<file path="src/rtl/mem_arbiter_if.sv">
// Memory request/response port shared by the caches, the arbiter and memory.
// The master side issues requests and write data; the slave side accepts them
// and returns read response beats.
interface mem_arbiter_if #(
    parameter int ADDR_BITS = 28,
    parameter int DATA_BITS = 128
);
    logic                   mem_req_valid;
    logic                   mem_req_ready;
    logic [ADDR_BITS-1:0]   mem_req_addr;
    logic                   mem_req_rw;
    logic                   mem_req_data_valid;
    logic                   mem_req_data_ready;
    logic [DATA_BITS-1:0]   mem_req_data_bits;
    logic [DATA_BITS/8-1:0] mem_req_data_mask;
    logic                   mem_resp_valid;
    logic [DATA_BITS-1:0]   mem_resp_data;

    modport master (
        output mem_req_valid, mem_req_addr, mem_req_rw,
        output mem_req_data_valid, mem_req_data_bits, mem_req_data_mask,
        input  mem_req_ready, mem_req_data_ready, mem_resp_valid, mem_resp_data
    );

    modport slave (
        input  mem_req_valid, mem_req_addr, mem_req_rw,
        input  mem_req_data_valid, mem_req_data_bits, mem_req_data_mask,
        output mem_req_ready, mem_req_data_ready, mem_resp_valid, mem_resp_data
    );
endinterface

</file>
<file path="src/rtl/mem_arbiter.sv">
// Round-robin arbiter giving the IC and DC caches alternating ownership of one
// external memory port, one whole transaction (write + data beat, or read +
// response burst) at a time. All handshakes pass through combinationally.
module mem_arbiter #(
    parameter int MEM_ADDR_BITS = 28,
    parameter int MEM_DATA_BITS = 128,
    parameter int READ_BEATS    = 4
) (
    input  logic          clk,
    input  logic          reset,
    mem_arbiter_if.slave  ic,
    mem_arbiter_if.slave  dc,
    mem_arbiter_if.master mem,
    output logic          protocol_error
);
    localparam int BEAT_BITS = (READ_BEATS > 1) ? $clog2(READ_BEATS) : 1;
    localparam logic [BEAT_BITS-1:0] LAST_BEAT = BEAT_BITS'(READ_BEATS - 1);
    localparam logic [BEAT_BITS-1:0] BEAT_ONE  = BEAT_BITS'(1);
    localparam logic [BEAT_BITS-1:0] BEAT_ZERO = BEAT_BITS'(0);
    localparam logic PORT_IC = 1'b0;
    localparam logic PORT_DC = 1'b1;

    typedef enum logic [1:0] {
        ST_IDLE       = 2'd0,
        ST_WRITE_DATA = 2'd1,
        ST_READ_RESP  = 2'd2
    } state_t;

    state_t                     state_r, state_nxt_s;
    logic                       ptr_r, ptr_nxt_s;
    logic                       owner_r, owner_nxt_s;
    logic [BEAT_BITS-1:0]       beat_r, beat_nxt_s;
    logic                       perr_r, perr_nxt_s;

    logic                       ic_req_ready_s, dc_req_ready_s;
    logic                       ic_data_ready_s, dc_data_ready_s;
    logic                       ic_resp_valid_s, dc_resp_valid_s;
    logic                       req_valid_s, data_valid_s;
    logic [MEM_ADDR_BITS-1:0]   sel_addr_s;
    logic [MEM_DATA_BITS-1:0]   sel_bits_s;
    logic [MEM_DATA_BITS/8-1:0] sel_mask_s;

    // Request address/rw follow the offered port; write data follows the owner.
    assign sel_addr_s = (ptr_r == PORT_DC) ? dc.mem_req_addr : ic.mem_req_addr;
    assign sel_bits_s = (owner_r == PORT_DC) ? dc.mem_req_data_bits : ic.mem_req_data_bits;
    assign sel_mask_s = (owner_r == PORT_DC) ? dc.mem_req_data_mask : ic.mem_req_data_mask;

    // State registers: FSM state, round-robin pointer, owner, beat count, error flag.
    always_ff @(posedge clk or negedge reset) begin
        if (!reset) begin
            state_r <= ST_IDLE;
            ptr_r   <= PORT_DC;
            owner_r <= PORT_IC;
            beat_r  <= BEAT_ZERO;
            perr_r  <= 1'b0;
        end else begin
            state_r <= state_nxt_s;
            ptr_r   <= ptr_nxt_s;
            owner_r <= owner_nxt_s;
            beat_r  <= beat_nxt_s;
            perr_r  <= perr_nxt_s;
        end
    end

    // Next-state logic and steering of the handshake signals.
    always_comb begin
        state_nxt_s     = state_r;
        ptr_nxt_s       = ptr_r;
        owner_nxt_s     = owner_r;
        beat_nxt_s      = beat_r;
        perr_nxt_s      = perr_r;
        ic_req_ready_s  = 1'b0;
        dc_req_ready_s  = 1'b0;
        ic_data_ready_s = 1'b0;
        dc_data_ready_s = 1'b0;
        ic_resp_valid_s = 1'b0;
        dc_resp_valid_s = 1'b0;
        req_valid_s     = 1'b0;
        data_valid_s    = 1'b0;

        case (state_r)
            ST_IDLE: begin
                // Ready is offered from ptr alone so it never depends on a valid.
                ic_req_ready_s = (ptr_r == PORT_IC) && mem.mem_req_ready;
                dc_req_ready_s = (ptr_r == PORT_DC) && mem.mem_req_ready;
                req_valid_s    = (ptr_r == PORT_DC) ? dc.mem_req_valid : ic.mem_req_valid;
                if (req_valid_s && mem.mem_req_ready) begin
                    owner_nxt_s = ptr_r;
                    if ((ptr_r == PORT_DC) ? dc.mem_req_rw : ic.mem_req_rw) begin
                        state_nxt_s = ST_WRITE_DATA;
                    end else begin
                        state_nxt_s = ST_READ_RESP;
                        beat_nxt_s  = BEAT_ZERO;
                    end
                end else begin
                    ptr_nxt_s = ~ptr_r;
                end
            end
            ST_WRITE_DATA: begin
                ic_data_ready_s = (owner_r == PORT_IC) && mem.mem_req_data_ready;
                dc_data_ready_s = (owner_r == PORT_DC) && mem.mem_req_data_ready;
                data_valid_s    = (owner_r == PORT_DC) ? dc.mem_req_data_valid
                                                       : ic.mem_req_data_valid;
                if (data_valid_s && mem.mem_req_data_ready) begin
                    state_nxt_s = ST_IDLE;
                    ptr_nxt_s   = ~owner_r;
                end else begin
                    state_nxt_s = ST_WRITE_DATA;
                end
            end
            ST_READ_RESP: begin
                ic_resp_valid_s = (owner_r == PORT_IC) && mem.mem_resp_valid;
                dc_resp_valid_s = (owner_r == PORT_DC) && mem.mem_resp_valid;
                if (mem.mem_resp_valid) begin
                    beat_nxt_s = beat_r + BEAT_ONE;
                    if (beat_r == LAST_BEAT) begin
                        state_nxt_s = ST_IDLE;
                        ptr_nxt_s   = ~owner_r;
                    end else begin
                        state_nxt_s = ST_READ_RESP;
                    end
                end else begin
                    beat_nxt_s = beat_r;
                end
            end
            default: begin
                state_nxt_s = ST_IDLE;
            end
        endcase

        // A beat with no read outstanding is dropped and latched as an error.
        if (mem.mem_resp_valid && (state_r != ST_READ_RESP)) begin
            perr_nxt_s = 1'b1;
        end else begin
            perr_nxt_s = perr_nxt_s;
        end
    end

    // Handshake outputs are held low while reset is asserted.
    assign ic.mem_req_ready      = ic_req_ready_s & reset;
    assign dc.mem_req_ready      = dc_req_ready_s & reset;
    assign ic.mem_req_data_ready = ic_data_ready_s & reset;
    assign dc.mem_req_data_ready = dc_data_ready_s & reset;
    assign ic.mem_resp_valid     = ic_resp_valid_s & reset;
    assign dc.mem_resp_valid     = dc_resp_valid_s & reset;
    assign ic.mem_resp_data      = mem.mem_resp_data;
    assign dc.mem_resp_data      = mem.mem_resp_data;

    assign mem.mem_req_valid      = req_valid_s & reset;
    assign mem.mem_req_addr       = sel_addr_s;
    assign mem.mem_req_rw         = (ptr_r == PORT_DC) ? dc.mem_req_rw : ic.mem_req_rw;
    assign mem.mem_req_data_valid = data_valid_s & reset;
    assign mem.mem_req_data_bits  = sel_bits_s;
    assign mem.mem_req_data_mask  = sel_mask_s;

    assign protocol_error = perr_r;
endmodule

</file>
<file path="src/flat_wrapper.sv">
// flat-port wrapper written by rule: the top's interface ports become plain ports
module mem_arbiter_flat 
#(
    parameter int MEM_ADDR_BITS = 28,
    parameter int MEM_DATA_BITS = 128,
    parameter int READ_BEATS    = 4
)
  (clk, reset, protocol_error, ic_mem_req_valid, ic_mem_req_addr, ic_mem_req_rw, ic_mem_req_data_valid, ic_mem_req_data_bits, ic_mem_req_data_mask, ic_mem_req_ready, ic_mem_req_data_ready, ic_mem_resp_valid, ic_mem_resp_data, dc_mem_req_valid, dc_mem_req_addr, dc_mem_req_rw, dc_mem_req_data_valid, dc_mem_req_data_bits, dc_mem_req_data_mask, dc_mem_req_ready, dc_mem_req_data_ready, dc_mem_resp_valid, dc_mem_resp_data, mem_mem_req_valid, mem_mem_req_addr, mem_mem_req_rw, mem_mem_req_data_valid, mem_mem_req_data_bits, mem_mem_req_data_mask, mem_mem_req_ready, mem_mem_req_data_ready, mem_mem_resp_valid, mem_mem_resp_data);
  mem_arbiter_if #(.ADDR_BITS(28), .DATA_BITS(128)) ic_i ();
  mem_arbiter_if #(.ADDR_BITS(28), .DATA_BITS(128)) dc_i ();
  mem_arbiter_if #(.ADDR_BITS(28), .DATA_BITS(128)) mem_i ();
  input  logic clk;
  input  logic reset;
  output logic protocol_error;
  input wire logic [$bits(ic_i.mem_req_valid)-1:0] ic_mem_req_valid;
  input wire logic [$bits(ic_i.mem_req_addr)-1:0] ic_mem_req_addr;
  input wire logic [$bits(ic_i.mem_req_rw)-1:0] ic_mem_req_rw;
  input wire logic [$bits(ic_i.mem_req_data_valid)-1:0] ic_mem_req_data_valid;
  input wire logic [$bits(ic_i.mem_req_data_bits)-1:0] ic_mem_req_data_bits;
  input wire logic [$bits(ic_i.mem_req_data_mask)-1:0] ic_mem_req_data_mask;
  output wire logic [$bits(ic_i.mem_req_ready)-1:0] ic_mem_req_ready;
  output wire logic [$bits(ic_i.mem_req_data_ready)-1:0] ic_mem_req_data_ready;
  output wire logic [$bits(ic_i.mem_resp_valid)-1:0] ic_mem_resp_valid;
  output wire logic [$bits(ic_i.mem_resp_data)-1:0] ic_mem_resp_data;
  input wire logic [$bits(dc_i.mem_req_valid)-1:0] dc_mem_req_valid;
  input wire logic [$bits(dc_i.mem_req_addr)-1:0] dc_mem_req_addr;
  input wire logic [$bits(dc_i.mem_req_rw)-1:0] dc_mem_req_rw;
  input wire logic [$bits(dc_i.mem_req_data_valid)-1:0] dc_mem_req_data_valid;
  input wire logic [$bits(dc_i.mem_req_data_bits)-1:0] dc_mem_req_data_bits;
  input wire logic [$bits(dc_i.mem_req_data_mask)-1:0] dc_mem_req_data_mask;
  output wire logic [$bits(dc_i.mem_req_ready)-1:0] dc_mem_req_ready;
  output wire logic [$bits(dc_i.mem_req_data_ready)-1:0] dc_mem_req_data_ready;
  output wire logic [$bits(dc_i.mem_resp_valid)-1:0] dc_mem_resp_valid;
  output wire logic [$bits(dc_i.mem_resp_data)-1:0] dc_mem_resp_data;
  output wire logic [$bits(mem_i.mem_req_valid)-1:0] mem_mem_req_valid;
  output wire logic [$bits(mem_i.mem_req_addr)-1:0] mem_mem_req_addr;
  output wire logic [$bits(mem_i.mem_req_rw)-1:0] mem_mem_req_rw;
  output wire logic [$bits(mem_i.mem_req_data_valid)-1:0] mem_mem_req_data_valid;
  output wire logic [$bits(mem_i.mem_req_data_bits)-1:0] mem_mem_req_data_bits;
  output wire logic [$bits(mem_i.mem_req_data_mask)-1:0] mem_mem_req_data_mask;
  input wire logic [$bits(mem_i.mem_req_ready)-1:0] mem_mem_req_ready;
  input wire logic [$bits(mem_i.mem_req_data_ready)-1:0] mem_mem_req_data_ready;
  input wire logic [$bits(mem_i.mem_resp_valid)-1:0] mem_mem_resp_valid;
  input wire logic [$bits(mem_i.mem_resp_data)-1:0] mem_mem_resp_data;
  assign ic_i.mem_req_valid = ic_mem_req_valid;
  assign ic_i.mem_req_addr = ic_mem_req_addr;
  assign ic_i.mem_req_rw = ic_mem_req_rw;
  assign ic_i.mem_req_data_valid = ic_mem_req_data_valid;
  assign ic_i.mem_req_data_bits = ic_mem_req_data_bits;
  assign ic_i.mem_req_data_mask = ic_mem_req_data_mask;
  assign ic_mem_req_ready = ic_i.mem_req_ready;
  assign ic_mem_req_data_ready = ic_i.mem_req_data_ready;
  assign ic_mem_resp_valid = ic_i.mem_resp_valid;
  assign ic_mem_resp_data = ic_i.mem_resp_data;
  assign dc_i.mem_req_valid = dc_mem_req_valid;
  assign dc_i.mem_req_addr = dc_mem_req_addr;
  assign dc_i.mem_req_rw = dc_mem_req_rw;
  assign dc_i.mem_req_data_valid = dc_mem_req_data_valid;
  assign dc_i.mem_req_data_bits = dc_mem_req_data_bits;
  assign dc_i.mem_req_data_mask = dc_mem_req_data_mask;
  assign dc_mem_req_ready = dc_i.mem_req_ready;
  assign dc_mem_req_data_ready = dc_i.mem_req_data_ready;
  assign dc_mem_resp_valid = dc_i.mem_resp_valid;
  assign dc_mem_resp_data = dc_i.mem_resp_data;
  assign mem_mem_req_valid = mem_i.mem_req_valid;
  assign mem_mem_req_addr = mem_i.mem_req_addr;
  assign mem_mem_req_rw = mem_i.mem_req_rw;
  assign mem_mem_req_data_valid = mem_i.mem_req_data_valid;
  assign mem_mem_req_data_bits = mem_i.mem_req_data_bits;
  assign mem_mem_req_data_mask = mem_i.mem_req_data_mask;
  assign mem_i.mem_req_ready = mem_mem_req_ready;
  assign mem_i.mem_req_data_ready = mem_mem_req_data_ready;
  assign mem_i.mem_resp_valid = mem_mem_resp_valid;
  assign mem_i.mem_resp_data = mem_mem_resp_data;
  mem_arbiter #(.MEM_ADDR_BITS(MEM_ADDR_BITS), .MEM_DATA_BITS(MEM_DATA_BITS), .READ_BEATS(READ_BEATS)) u_core (.clk(clk), .reset(reset), .ic(ic_i), .dc(dc_i), .mem(mem_i), .protocol_error(protocol_error));
endmodule
</file>
<file path="config.mk">
export PLATFORM = sky130hd
export DESIGN_NAME = mem_arbiter_flat
export DESIGN_NICKNAME = d
export VERILOG_FILES = /design/src/rtl/mem_arbiter_if.sv /design/src/rtl/mem_arbiter.sv /design/src/flat_wrapper.sv
export SDC_FILE = /design/constraint.sdc
export NUM_CORES = 1
export LEC_CHECK = 0
export BUFFER_PORTS_ARGS = -buffer_cell sky130_fd_sc_hd__clkbuf_2
export CAP_MARGIN = 20
export CORE_AREA = 2 2 362 364
export CTS_CLUSTER_SIZE = 24
export DETAILED_ROUTE_END_ITERATION = 7
export DIE_AREA = 0 0 364 366
export GPL_ROUTABILITY_DRIVEN = 0
export PLACE_DENSITY = 0.3
export SKIP_CTS_REPAIR_TIMING = 1
export SYNTH_ARGS = -nofsm -noshare
export SYNTH_HDL_FRONTEND = slang
export SYNTH_SLANG_ARGS = --single-unit
</file>
<file path="constraint.sdc">
create_clock -name clk -period 4 [get_ports clk]
set_clock_uncertainty 0.2 [all_clocks]
set_input_delay 0.2 -clock clk [delete_from_list [all_inputs] [get_ports clk]]
set_output_delay 0.2 -clock clk [all_outputs]
set_load 0.1 [all_outputs]
</file>
-- Word-level counts from Yosys, hierarchy flattened
Cells that the tools add are included.
- bits in registers: 7
- input port bits: 483
- output and inout bits: 438
- word-level logic and storage cells: 71
- add/sub/neg operators: 1
- eq/ne operators: 10
- multiplexer cells: 29
- bitwise operators: 10
- reductions and logical operators: 16
- operators by type and width (operator ; count):
    two-way mux 128 bit ; 1
    two-way mux 28 bit ; 1
    two-way mux 1 bit ; 16
    two-way mux 16 bit ; 1
    two-way mux 2 bit ; 7
    logical AND 1 bit ; 9
    bitwise AND 1 bit ; 8
    inequality test 2 bit, second input constant ; 4
    inequality test 2 x 1 -> 1 bit, second input constant ; 3
    one-hot mux 2 bit (3 select lines) ; 1
    AND reduction 5 bit ; 1
    == test 2 bit, second input constant ; 2
    one-hot mux 2 bit (2 select lines) ; 1
    AND reduction 2 bit ; 2
    AND reduction 4 bit ; 1
    one-hot mux 1 bit (3 select lines) ; 1
    nonzero test 3 bit ; 1
    adder 2 x 1 -> 2 bit, second input constant ; 1
    == test 2 x 1 -> 1 bit, second input constant ; 1
    logical NOT 2 bit ; 1
    inverter 1 bit ; 2
    nonzero test 2 bit ; 1

-- Longest topological paths before layout
Gate-level depths: netlist of run 1.
- depth after elaboration: 4
- depth in mapped cells: 7
- mapped depth without buffers: 6

-- Worst setup path before layout of run 1
OpenSTA, ideal clock, no wires.
- kind: flip-flop to output port
- from: register u_core.ptr_r
- to: output dc_mem_req_ready
- arrival: 2339 ps
- required time: 3600 ps
- slack: 1261 ps
- cell stages (with the launch flop): 5
- cell sequence: dfstp_2 > buf_4 > clkbuf_1 > inv_1 > nor2_1
- cells in the longest elaborated chain, start to end: 3
- ends and longest elaborated chain (what ; line ; text):
    start, declared ; mem_arbiter.sv:30 ; logic ptr_r, ptr_nxt_s;
    start signal, assigned ; mem_arbiter.sv:58 ; ptr_r <= ptr_nxt_s;
    logical AND 1 bit ; mem_arbiter.sv:85 ; dc_req_ready_s = (ptr_r == PORT_DC) && mem.mem_req_ready;
    two-way mux 1 bit ; mem_arbiter.sv:81 ; case (state_r)
    bitwise AND 1 bit ; mem_arbiter.sv:141 ; assign dc.mem_req_ready = dc_req_ready_s & reset;
    end, declared ; flat_wrapper.sv:31 ; output wire logic [$bits(dc_i.mem_req_ready)-1:0] dc_mem_req_ready;
Every way passes these cells.

-- Final worst setup path of run 1
- from: register u_core.owner_r
- to: output mem_mem_req_data_bits[28]
- cells in the longest elaborated chain, start to end: 1
- ends and longest elaborated chain (what ; line ; text):
    start, declared ; mem_arbiter.sv:31 ; logic owner_r, owner_nxt_s;
    start signal, assigned ; mem_arbiter.sv:59 ; owner_r <= owner_nxt_s;
    two-way mux 128 bit ; mem_arbiter.sv:45 ; assign sel_bits_s = (owner_r == PORT_DC) ? dc.mem_req_data_bits : ic.mem_req_data_bits;
    end, declared ; flat_wrapper.sv:39 ; output wire logic [$bits(mem_i.mem_req_data_bits)-1:0] mem_mem_req_data_bits;
Every way passes these cells.

==> results of run 1 <==
## cell usage in the layout, fill, tap and decap left out, types with 2 or more instances in the layout
master and instances:
sky130_fd_sc_hd__nand3_1 4, sky130_fd_sc_hd__o21ai_0 2, sky130_fd_sc_hd__mux2_2 173, sky130_fd_sc_hd__nand2_1 7, sky130_fd_sc_hd__buf_4 5, sky130_fd_sc_hd__ha_1 6
sky130_fd_sc_hd__o31ai_1 2, sky130_fd_sc_hd__a211o_1 2, sky130_fd_sc_hd__clkbuf_16 3, sky130_fd_sc_hd__inv_1 7, sky130_fd_sc_hd__nor2_1 11, sky130_fd_sc_hd__clkbuf_2 536
sky130_fd_sc_hd__mux2i_1 4, sky130_fd_sc_hd__nor2b_1 3, sky130_fd_sc_hd__dfrtp_1 5, sky130_fd_sc_hd__diode_2 8
## logic make-up (layout without fill, tap and decap cells)
group	Yosys count	count (layout)	share of synthesized area, %
compound gates	15	15	2.59
fa+ha+maj	6	6	1.65
buf+inv	285	554	45.2
flops	7	7	3.88
mux	177	177	43.7
other cells	0	8	0
simple gates	29	29	2.94
## worst max path at each step
stage	endpoint	depth (start not counted)	startpoint	slack, ns
floorplan	dc_mem_req_ready	4	u_core.ptr_r	1.26
global placement	mem_mem_req_data_bits[47]	3	u_core.owner_r	1.12
detailed placement	mem_mem_req_data_bits[28]	3	u_core.owner_r	1.13
CTS	mem_mem_req_data_bits[28]	3	u_core.owner_r	0.88
global route	mem_mem_req_data_bits[47]	3	u_core.owner_r	0.77
finish	mem_mem_req_data_bits[28]	3	u_core.owner_r	0.83
## power by group through the flow
stage	Combinational (mW)	Sequential, mW	Clock (mW)
3_3_place_gp	7.02	0.313	0
4_1_cts	7.03	0.312	0.176
6_report	6.88	0.295	0.175
3_5_place_dp	7.01	0.313	0
5_1_grt	7.10	0.315	0.185
2_1_floorplan	6.66	0.119	0
## sequential cells by signal (all words and copies together), names as in the netlist
signal and flops:
u_core.protocol_error 1, u_core.owner_r 1, u_core.ptr_r 1, u_core.beat_r 2, u_core.state_r 2
## routing by layer
layer | part of all wire, % | up-vias | GRT usage, %
met5 | 0.37 | - | 0.399
met4 | 1.6 | 28 | 1.21
met3 | 18 | 74 | 7.39
met2 | 44 | 621 | 15.5
met1 | 37 | 2193 | 10.7
li1 | - | 2042 | -
## cell type report
cell class / count / area (sq um) / area share [%]
Sequential cell: 7 / 180 / 2.39
Antenna cell: 8 / 20.0 / 0.265
Tap cell: 1742 / 2180 / 28.9
Timing Repair Buffer: 543 / 2750 / 36.4
Multi-Input combinational cell: 227 / 2310 / 30.7
Inverter: 7 / 26.3 / 0.348
Clock buffer: 4 / 78.8 / 1.04
## stage by stage
stage | hold slack [ns] | cell area, sq um | instances | total power, mW | setup WS (ns)
final | 0.0751 | 7550 | 2538 | 7.35 | 0.835
after global routing | 0.0816 | 7540 | 2533 | 7.60 | 0.770
after CTS | -0.346 | 7520 | 2529 | 7.52 | 0.876
after detailed placement | -0.102 | 7440 | 2525 | 7.33 | 1.13
after global placement | -0.0995 | 7440 | 2525 | 7.34 | 1.12
after floorplan | -0.296 | 4550 | 519 | 6.78 | 1.26
==> results.py, run 1 <==
metrics = {
    "status": {
        "outcome": "finished clean",
    },
    "placed_design": {
        "detailedPlacementHpwl_um": 66800,
        "portBuffers": 536,
    },
    "routing": {
        "remaining_design_rule_violation_count": 0,
        "wl_um": 69400,
        "viasPerCell": 1.95,
        "post_drt_wl_per_cell_um": 27.3,
        "routed-via-count": 4958,
        "detailedRoute.firstPassIterationCount": 4,
        "first_iter_violations": 191,
        "antenna_left": 0,
    },
    "synthesis": {
        "syn_area_sq_um": 4550,
        "ys_ff_latch": 7,
        "netlist_instances": 519,
        "area_share_of_the_largest_cell_type_after_synthesis_pct": 42.8,
        "synthMostInstantiatedCell": "sky130_fd_sc_hd__buf_4",
        "ys_top_cells_by_area": "sky130_fd_sc_hd__mux2_2, sky130_fd_sc_hd__buf_4, sky130_fd_sc_hd__dfrtp_1",
        "synth_sequential_area_ratio_pct": 3.88,
        "netlist.top_cell.by_area": "sky130_fd_sc_hd__mux2_2",
        "synth_async_sr_flop_share_pct": 100,
        "synth_nets": 1008,
        "yosysUniqueCellTypes": 29,
        "synth_warn": 0,
        "dominantRegCellSynth": "sky130_fd_sc_hd__dfrtp_1",
        "synth_edf_count": 0,
        "synth.avg_cell_area_sq_um": 8.76,
        "synth.cells.most_frequent": "sky130_fd_sc_hd__buf_4, sky130_fd_sc_hd__mux2_2, sky130_fd_sc_hd__buf_2",
    },
    "floorplanning": {
        "die_area_sq_um": 133000,
        "design.core.area_sq_um": 129000,
        "num_io_pins": 921,
        "die_width_um": 364,
        "chipHeight_um": 366,
        "rows": 132,
        "initial_core_util_pct": 3.53,
    },
    "setup_path": {
        "path_max_fanout": 55,
        "cp_top_family": "flip-flops",
        "critical_path.cell_chain": "buf_12 -> mux2_2 -> clkbuf_2",
        "crit_arrival_ns": 2.77,
        "cp_slowest_cell": "sky130_fd_sc_hd__dfrtp_4",
        "worst-setup-path-type": "reg -> out",
        "crit_path_end_kind": "primary output",
        "worstPathBufferInverterCount": 2,
        "timing.rr.end": "u_core.ptr_r",
        "r2r_slack_ns": 1.80,
        "critPathMaxStageDelay_ns": 0.95,
        "worstRegToRegCells": 4,
        "regToRegStartpoint": "u_core.owner_r",
        "startpoint_type": "register",
        "required_ns": 3.60,
    },
    "clock_network": {
        "worst_setup_hold_path_clk_slew_ns": 0.04,
        "tritoncts": "done",
        "ctsHtreeMaxLevel": 1,
        "clock-sinks": 7,
        "clock_tree_root": "sky130_fd_sc_hd__clkbuf_16",
        "clock_insertion_delay_at_the_later_pin_of_the_skew_report_ns": 0.23,
        "numCtsBuffers": 3,
        "max-clock-path-buffers": 2,
    },
    "cells_and_area": {
        "nets": 1278,
        "area_delta_synth_final_pct": 66.0,
        "layout.filler_cells": 15400,
        "fin_util_pct": 5.85,
        "post_route_cells_drive_above_1_share_pct": 91.5,
    },
    "hold_path": {
        "hold_path_depth": 2,
        "hold_path.class": "in -> reg",
        "worst_hold_startpoint": "mem_mem_resp_valid",
        "holdPathEnd": "u_core.protocol_error",
    },
    "timing": {
        "tcrit_tclk_final_pct": 79.1,
        "final-setup-viol-count": 0,
        "slew_viol_final": 0,
        "slew_headroom_pct": 37.6,
        "tns_ns": 0,
        "timing.fmax_ghz": 0.316,
        "final_period_minus_worst_setup_slack_ns": 3.17,
        "grt_setup_unrepaired": "false",
        "worst_slew_pin_slew_ns": 0.937,
        "report.final.hold_viol_count": 0,
    },
    "global_routing": {
        "gr-usage-all-layers_pct": 9.85,
        "grt_start_max_net_pins": 56,
        "first_global_vias": 5080,
        "grt.overflow.total": 0,
        "antenna_found_initial": 34,
        "wire_length_of_the_first_global_routing_pass_um": 79700,
    },
    "power": {
        "peak_supply_drop_v": 0.000332,
        "switchingPower_mw": 5.84,
        "power_frac_clock_pct": 2.4,
        "power_report.internal_total_mw": 1.50,
        "power.sequential.fraction_pct": 4.0,
        "power_frac_comb_pct": 93.6,
        "power_per_cell_area_nw_per_um2": 973,
        "power.share.switching_pct": 79.5,
        "total_leakage_power_nw": 3.24,
    },
    "job": {
        "drv_cap": 0,
    },
}
No activity file was read; power rests on OpenSTA's default activity.
==> run 2, diff against run 1 <==
- CORE_AREA: 2 2 362 364 -> 2 2 354 356
- DIE_AREA: 0 0 364 366 -> 0 0 356 358
- clock period: 4 -> 3.1 ns (I/O delays scaled with it)
==> run 2 against run 1 <==
Net effect:
- hold slack got worse by 0.016 ns
- flip-flop and latch count unchanged
- utilization increased by 0.30 points
- largest cell class unchanged
- largest power group unchanged
- highest routed layer unchanged
==> results.py, run 2 (same netlist as run 1, synthesis figures left out) <==
metrics = {
    "hold_path": {
        "hold_path.class": "in -> reg",
        "worst_hold_startpoint": "mem_mem_resp_valid",
    },
    "global_routing": {
        "first_global_vias": 4986,
        "antenna_found_initial": 23,
        "grt.overflow.total": 0,
        "grt_start_max_net_pins": 43,
        "gr-usage-all-layers_pct": 8.03,
        "wire_length_of_the_first_global_routing_pass_um": 63200,
    },
    "timing": {
        "finalHoldWorstSlack_ns": 0.0594,
        "final-setup-viol-count": 0,
        "final_period_minus_worst_setup_slack_ns": 2.65,
        "tcrit_tclk_final_pct": 85.6,
        "tns_ns": 0,
        "slew_headroom_pct": 50.5,
        "timing.fmax_ghz": 0.377,
        "worst_slew_pin_slew_ns": 0.746,
        "report.final.hold_viol_count": 0,
        "grt_setup_unrepaired": "false",
        "slew_viol_final": 0,
    },
    "clock_network": {
        "ctsHtreeMaxLevel": 1,
        "clock_tree_root": "sky130_fd_sc_hd__clkbuf_16",
        "max-clock-path-buffers": 2,
        "clock_insertion_delay_at_the_later_pin_of_the_skew_report_ns": 0.24,
        "clock-sinks": 7,
        "worst_setup_hold_path_clk_slew_ns": 0.04,
        "tritoncts": "done",
        "numCtsBuffers": 3,
    },
    "status": {
        "outcome": "finished clean",
    },
    "floorplanning": {
        "design.core.area_sq_um": 123000,
        "initial_core_util_pct": 3.69,
        "die_area_sq_um": 127000,
        "die_width_um": 356,
        "chipHeight_um": 358,
        "num_io_pins": 921,
        "rows": 129,
    },
    "setup_path": {
        "regToRegStartpoint": "u_core.owner_r",
        "path_max_fanout": 42,
        "crit_path_end_kind": "primary output",
        "startpoint_type": "register",
        "required_ns": 2.74,
        "worst-setup-path-type": "reg -> out",
        "crit_arrival_ns": 2.30,
        "setup.worst_path.start": "u_core.owner_r",
    },
    "cells_and_area": {
        "mostFrequentLayoutCell": "sky130_fd_sc_hd__clkbuf_2",
        "fin_util_pct": 6.15,
        "biggest_registers_after_layout": "u_core.beat_r x2, u_core.state_r x2",
        "final-instance-count-excl-fill": 2438,
        "post_route_cells_drive_above_1_share_pct": 91.6,
        "nets": 1279,
        "area_delta_synth_final_pct": 66.9,
        "final_cell_mix": "sky130_fd_sc_hd__clkbuf_2, sky130_fd_sc_hd__mux2_2, sky130_fd_sc_hd__buf_4, sky130_fd_sc_hd__nor2_1",
    },
    "routing": {
        "first_iter_violations": 193,
        "post_drt_wl_per_cell_um": 22.6,
        "remaining_design_rule_violation_count": 0,
        "detailedRoute.firstPassIterationCount": 4,
        "antenna_left": 0,
        "viasPerCell": 1.95,
        "wl_um": 55100,
        "routed-via-count": 4765,
    },
    "power": {
        "peak_supply_drop_v": 0.000996,
        "power_per_cell_area_nw_per_um2": 1260,
        "total_leakage_power_nw": 3.29,
        "p_total_mw": 9.53,
    },
    "job": {
        "drv_cap": 0,
    },
    "placed_design": {
        "place.detailed.instances": 2421,
        "detailedPlacementHpwl_um": 52600,
        "portBuffers": 536,
    },
}
[run 2: layout make-up]
class                   count  area [sq um]
multi-input cells         227          2310
repair buffers            544          2910
fillers                 14700        116000
flip-flops and latches      7           180
diodes                     12          30.0
clock inverters             1          5.00
well taps                1637          2050
clock buffers               3          75.1
inverters                   7          26.3
[run 2: final timing paths]
| kind | end | slack (ns) | cells past startpoint |
|---|---|---|---|
| setup / recovery | mem_mem_req_data_valid | 0.45 | 4 |
| hold / removal | u_core.protocol_error | 0.06 | 2 |
| setup reg to reg | u_core.ptr_r | 0.92 | 5 |
| hold reg to reg | u_core.protocol_error | 0.27 | 1 |
| max in group asynchronous | u_core.ptr_r | 2.21 | 2 |
| min in group asynchronous | u_core.state_r[1] | 0.21 | 2 |
[run 2: routing by layer]
metal	share of wire (%)	track usage [%]
met5	0.044	0
met1	40	9.52
met2	41	11.5
met4	2.7	2.42
met3	16	5.55
[run 2: critical path, cell delays in order, from the launching register on]
cell,delay [ns]
sky130_fd_sc_hd__dfrtp_4,0.80
sky130_fd_sc_hd__buf_12,0.30
sky130_fd_sc_hd__mux2i_1,0.13
sky130_fd_sc_hd__nor2_1,0.27
sky130_fd_sc_hd__clkbuf_2,0.52
[run 2: power breakdown]
| part | internal (mW) | switching [mW] |
|---|---|---|
| Clock | 0.170 | 0.0611 |
| Sequential | 0.137 | 0.180 |
| Combinational | 1.78 | 7.20 |
| Total | 2.09 | 7.44 |
[run 2: metrics by stage]
stage | cell area (sq um) | setup slack (ns)
3_5_place_dp | 7470 | 0.576
4_1_cts | 7550 | 0.320
5_1_grt | 7580 | 0.239
2_1_floorplan | 4550 | 0.406
6_report | 7590 | 0.447
3_3_place_gp | 7470 | 0.587
